## src/rtl/seq_muldiv_unit.sv

```systemverilog
// rtl/seq_muldiv_unit.sv - multi-cycle radix-4 Booth multiplier / restoring divider with start/done handshake
// Optional divider enabled by defining MULDIV_DIV_EN; without it, divide ops finish in FIXUP with err=1.

module seq_muldiv_unit #(
    parameter int WIDTH = 32
) (
    input  logic             clock,
    input  logic             clear,
    input  logic             start,
    input  logic [1:0]       op,
    input  logic [WIDTH-1:0] a,
    input  logic [WIDTH-1:0] b,
    output logic             busy,
    output logic             done,
    output logic [WIDTH-1:0] hi,
    output logic [WIDTH-1:0] lo,
    output logic             err
);

    localparam int EXT      = WIDTH + 2;
    localparam int MUL_ITER = WIDTH / 2 + 1;
    localparam int CW       = $clog2(WIDTH + 1);

    typedef enum logic [1:0] {S_IDLE, S_RUN, S_FIXUP, S_DONE} state_t;

    state_t          state;
    logic [CW-1:0]   cnt;
    logic            is_div_q;

    // Booth datapath: {acc, mplr} shifts right two bits per step, so after
    // MUL_ITER steps it holds the full signed product of the extended operands.
    logic [EXT+1:0]   acc;
    logic [EXT+1:0]   mcand;
    logic [EXT-1:0]   mplr;
    logic             qm1;
    logic [EXT+1:0]   booth_add;
    logic [EXT+1:0]   booth_sum;
    logic [2*EXT+1:0] booth_shift;

    always_comb begin
        booth_add = '0;
        case ({mplr[1:0], qm1})
            3'b001, 3'b010: booth_add = mcand;
            3'b011:         booth_add = mcand << 1;
            3'b100:         booth_add = -(mcand << 1);
            3'b101, 3'b110: booth_add = -mcand;
            default:        booth_add = '0;
        endcase
        booth_sum   = acc + booth_add;
        booth_shift = $unsigned($signed({booth_sum, mplr}) >>> 2);
    end

`ifdef MULDIV_DIV_EN
    logic [WIDTH-1:0] a_q;
    logic [WIDTH-1:0] rem;
    logic [WIDTH-1:0] quo;
    logic [WIDTH-1:0] dvsr;
    logic             neg_q;
    logic             neg_r;
    logic             div_zero;
    logic [WIDTH-1:0] a_mag;
    logic [WIDTH-1:0] b_mag;
    logic [WIDTH:0]   trial_r;
    logic [WIDTH:0]   trial_d;
    logic [WIDTH-1:0] quo_fix;
    logic [WIDTH-1:0] rem_fix;

    // Magnitude of MIN wraps to itself, which reads correctly as unsigned.
    always_comb begin
        a_mag   = (!op[0] && a[WIDTH-1]) ? -a : a;
        b_mag   = (!op[0] && b[WIDTH-1]) ? -b : b;
        trial_r = {rem, quo[WIDTH-1]};
        trial_d = trial_r - {1'b0, dvsr};
        quo_fix = neg_q ? -quo : quo;
        rem_fix = neg_r ? -rem : rem;
    end
`endif

    always_ff @(posedge clock) begin
        if (clear) begin
            state    <= S_IDLE;
            busy     <= 1'b0;
            done     <= 1'b0;
            err      <= 1'b0;
            hi       <= '0;
            lo       <= '0;
            cnt      <= '0;
            is_div_q <= 1'b0;
            acc      <= '0;
            mcand    <= '0;
            mplr     <= '0;
            qm1      <= 1'b0;
`ifdef MULDIV_DIV_EN
            a_q      <= '0;
            rem      <= '0;
            quo      <= '0;
            dvsr     <= '0;
            neg_q    <= 1'b0;
            neg_r    <= 1'b0;
            div_zero <= 1'b0;
`endif
        end else begin
            case (state)
                S_IDLE, S_DONE: begin
                    if (start) begin
                        is_div_q <= op[1];
                        busy     <= 1'b1;
                        done     <= 1'b0;
                        acc      <= '0;
                        qm1      <= 1'b0;
                        mcand    <= op[0] ? {4'b0, a} : {{4{a[WIDTH-1]}}, a};
                        mplr     <= op[0] ? {2'b0, b} : {{2{b[WIDTH-1]}}, b};
                        if (op[1]) begin
`ifdef MULDIV_DIV_EN
                            a_q      <= a;
                            rem      <= '0;
                            quo      <= a_mag;
                            dvsr     <= b_mag;
                            neg_r    <= !op[0] && a[WIDTH-1];
                            neg_q    <= !op[0] && (a[WIDTH-1] ^ b[WIDTH-1]);
                            div_zero <= (b == '0);
                            cnt      <= CW'(WIDTH - 1);
                            state    <= (b == '0) ? S_FIXUP : S_RUN;
`else
                            state    <= S_FIXUP;
`endif
                        end else begin
                            cnt   <= CW'(MUL_ITER - 1);
                            state <= S_RUN;
                        end
                    end else begin
                        state <= S_IDLE;
                        done  <= 1'b0;
                    end
                end
                S_RUN: begin
                    // Both datapaths step; only the one selected by is_div_q is read in FIXUP.
                    acc  <= booth_shift[2*EXT+1:EXT];
                    mplr <= booth_shift[EXT-1:0];
                    qm1  <= mplr[1];
`ifdef MULDIV_DIV_EN
                    if (!trial_d[WIDTH]) begin
                        rem <= trial_d[WIDTH-1:0];
                        quo <= {quo[WIDTH-2:0], 1'b1};
                    end else begin
                        rem <= trial_r[WIDTH-1:0];
                        quo <= {quo[WIDTH-2:0], 1'b0};
                    end
`endif
                    if (cnt == '0) begin
                        state <= S_FIXUP;
                    end else begin
                        cnt <= cnt - 1'b1;
                    end
                end
                S_FIXUP: begin
                    state <= S_DONE;
                    busy  <= 1'b0;
                    done  <= 1'b1;
                    if (is_div_q) begin
`ifdef MULDIV_DIV_EN
                        if (div_zero) begin
                            hi  <= a_q;
                            lo  <= '1;
                            err <= 1'b1;
                        end else begin
                            hi  <= rem_fix;
                            lo  <= quo_fix;
                            err <= 1'b0;
                        end
`else
                        hi  <= '0;
                        lo  <= '0;
                        err <= 1'b1;
`endif
                    end else begin
                        hi  <= {acc[WIDTH-3:0], mplr[WIDTH+1:WIDTH]};
                        lo  <= mplr[WIDTH-1:0];
                        err <= 1'b0;
                    end
                end
                default: begin
                    state <= S_IDLE;
                    busy  <= 1'b0;
                    done  <= 1'b0;
                end
            endcase
        end
    end

endmodule

```

## config.mk

```make
export PLATFORM = sky130hd
export DESIGN_NAME = seq_muldiv_unit
export DESIGN_NICKNAME = d
export VERILOG_FILES = /design/src/rtl/seq_muldiv_unit.sv
export SDC_FILE = /design/constraint.sdc
export NUM_CORES = 1
export LEC_CHECK = 0
export CORE_MARGIN = 1.5
export CORE_UTILIZATION = 61
export CTS_CLUSTER_DIAMETER = 30
export DETAILED_ROUTE_END_ITERATION = 10
export PLACE_DENSITY = 0.87
export SYNTH_ARGS = -nofsm -noshare
export SYNTH_HDL_FRONTEND = slang
export SYNTH_SLANG_ARGS = --single-unit
```

## constraint.sdc

```tcl
create_clock -name clock -period 9.3 [get_ports clock]
set_input_delay 1.86 -clock clock [delete_from_list [all_inputs] [get_ports clock]]
set_output_delay 1.86 -clock clock [all_outputs]
set_load 0.02 [all_outputs]
```

==> flow_metrics.env <==
export IMPL_status="completed"
export IMPL_async_reset_ff_frac=0
export IMPL_dp_hpwl_um=20200
export IMPL_worst_slew_pin_slew_ps=1290
export IMPL_dieArea_sq_um=18300
export IMPL_die_h_um=135
export IMPL_drt_pass1_iter_count=6
export IMPL_fin_worst_skew_ps=12.0
export IMPL_port_buffers=135
export IMPL_ff2ff_setup_slack_ps=3860
export IMPL_final_setup_viol_count=0
export IMPL_rsz0062_at_grt="false"
export IMPL_finalCriticalPeriod_ps=5440
export IMPL_cts_sinks=178
export IMPL_insertion_delay_ps=440
export IMPL_viasPerCell=6.22
export IMPL_hold_ws_ps=495
export IMPL_final_cell_mix="nor2_1, nand2_1, dfxtp_1, clkdlybuf4s50_1, a21oi_1"
export IMPL_postSynthAreaPerCell_sq_um=7.53
export IMPL_cts_resized=0
export IMPL_min_to="acc[25]$_SDFFE_PP0P_"
export IMPL_worstSetupPathType="flop to flop"
export IMPL_regArea_sq_um=3560
export IMPL_path_clk_slew_ps=70
export IMPL_reg2reg_to="acc[18]$_SDFFE_PP0P_"
export IMPL_path_max_fanout=49
export IMPL_p_leak_nw=4.75
export IMPL_yosys_warnings=0
export IMPL_start_util=0.621
export IMPL_cp_startpoint="mplr[0]$_SDFFE_PP0P_"
export IMPL_syn_area_sq_um=10700
export IMPL_syn_instance_count=1415
export IMPL_die_w_um=135
export IMPL_hold_depth=2
export IMPL_nFillCells=1380
export IMPL_grt_start_max_net_pins=106
export IMPL_antenna_cells=0
export IMPL_ios=136
export IMPL_post_cts_buffers=0
export IMPL_drtAntennaViolNets=0
export IMPL_cts_root_buf="clkbuf_16"
export IMPL_drv_slew=0
export IMPL_rows=48
export IMPL_drc=0
export IMPL_mostFrequentLayoutCell="nor2_1"
export IMPL_fmax_mhz=184
export IMPL_htreeDepth=4
export IMPL_num_vias=10600
export IMPL_setup_tns_ps=0
export IMPL_cts_hold_buf=0
export IMPL_cts_buffers=17
export IMPL_maxCapViolCount=0
export IMPL_wirelength_um=28900
export IMPL_grt_pass1_wl_um=47200
export IMPL_r2r_worst_path_cells=14
export IMPL_grt_overflow=0
export IMPL_reg2reg_from="mplr[0]$_SDFFE_PP0P_"
export IMPL_hp_start="acc[25]$_SDFFE_PP0P_"
export IMPL_hold_viol=0
export IMPL_powerDensity_nw_per_um2=186
export IMPL_post_drt_wl_per_cell_um=17.0
export IMPL_multi_input_area_sq_um=6570
export IMPL_cts_tree="yes"
export IMPL_synth_ff_type="dfxtp_1"
export IMPL_final_core_util=0.728
export IMPL_design_power_total_mw=2.32
export IMPL_min_path_type="flop to flop"
export IMPL_cp_data_required_time_ps=9630
export IMPL_worst_setup_path_end_kind="flop"
export IMPL_critPathArrivalTime_ps=5770
export IMPL_synth_edff_count=0
export IMPL_core_area_sq_um=17200
export IMPL_synth_distinct_cells=67
export IMPL_grt_pass1_vias=9618
export IMPL_critPathLaunchType="flop"
export IMPL_ys_seq_elements=178
export IMPL_area_delta_synth_final_pct=17.3
export IMPL_drt_iter0_markers=1333
export IMPL_clockBufferDepth=2
export IMPL_nets=1577
export IMPL_finalCritPeriodShare=0.585
export IMPL_drive_gt1_frac=0.0440
export IMPL_gr_usage_all_layers=0.317
export IMPL_ir_worst_vdd_mv=0.136
export IMPL_max_slew_margin_rel=0.139
export IMPL_antenna_found_initial=0
export IMPL_syn_num_nets=1526
export IMPL_gp_congestion=0.991
export IMPL_synth_seq_area_share=0.334
critical path, stage by stage, from the launching register on:
cell and delay, ps:
dfxtp_1 310, buf_4 400, inv_1 470, nor2_1 1100, a22o_1 290, a221o_1 140, ha_1 280, a21oi_1 300
o22ai_1 170, a311oi_1 580, a21boi_0 330, o21bai_1 260, a21oi_1 110, or3_1 320, a32o_1 250
metrics by stage:
stage               setup slack, ps  std cells  area (sq um)
finish                         3860       1702         12500
CTS                            4100       1702         12500
detailed placement             4100       1672         11900
global route                   3570       1702         12500
floorplan                      4970       1415         10700
global placement               4340       1672         11900
how the worst max path moves through the flow:
stage | end | depth (start not counted)
after CTS | acc[18]$_SDFFE_PP0P_ | 14
after global placement | acc[18]$_SDFFE_PP0P_ | 14
after global routing | acc[18]$_SDFFE_PP0P_ | 14
final | acc[18]$_SDFFE_PP0P_ | 14
after floorplan | acc[34]$_SDFFE_PP0P_ | 19
after detailed placement | acc[18]$_SDFFE_PP0P_ | 14
per-layer routing:
metal	routed length, um	vias to the layer above	GRT usage	part of all wire
met5	0	-	0	0
met4	644	0	0.102	0.022
met3	2360	59	0.0542	0.082
met2	12900	477	0.490	0.45
met1	13000	4910	0.452	0.45
li1	-	5145	-	-
registers in the layout, summed over array words and instances (netlist names):
name,count
cnt,6
busy,1
hi,32
done,1
state,2
mplr,34
mcand,33
err,1
acc,34
lo,32
is_div_q,1
qm1,1
synth_stat cells, types with 7 or more instances:
master,number,area share
buf_1,19,0.0067
nor2_1,210,0.074
a211oi_1,37,0.026
dfxtp_1,178,0.33
nand3_1,20,0.0094
a221oi_1,17,0.014
o21ai_0,56,0.026
nor3_1,26,0.012
nand4_1,12,0.0070
o211ai_1,10,0.0070
a21oi_1,124,0.058
xnor2_1,49,0.040
nand2b_1,14,0.0082
or3_1,7,0.0041
a21o_1,18,0.013
ha_1,41,0.048
and2_1,7,0.0041
nand2_1,201,0.071
xor2_1,21,0.017
a22oi_1,54,0.038
clkbuf_1,95,0.033
a31oi_1,17,0.010
mux2i_1,40,0.038
inv_1,24,0.0085
o221ai_1,8,0.0066
nor4_1,12,0.0070
kinds of logic after synthesis:
family / after synthesis / share of synthesized area
AOI/OAI and AO/OA: 392 / 0.240
xor gates and xnor gates: 70 / 0.0575
adders and majority gates: 42 / 0.0500
buffers and inverters: 139 / 0.0497
DFF: 178 / 0.334
muxes: 42 / 0.0397
and+or+nand+nor: 552 / 0.228
layout make-up:
class,count,area share
Clock buffer,18,0.0343
Tap cell,225,0.0225
Timing Repair Buffer,147,0.115
Inverter,24,0.00721
Multi-Input combinational cell,1098,0.526
Sequential cell,178,0.285
Clock inverter,12,0.00971
power by group:
| group | total (mW) | switching, mW | internal (mW) |
|---|---|---|---|
| Clock | 0.695 | 0.342 | 0.353 |
| Sequential | 0.886 | 0.0657 | 0.820 |
| Combinational | 0.742 | 0.458 | 0.284 |
Note: power is estimated with default switching activity, not from simulation.
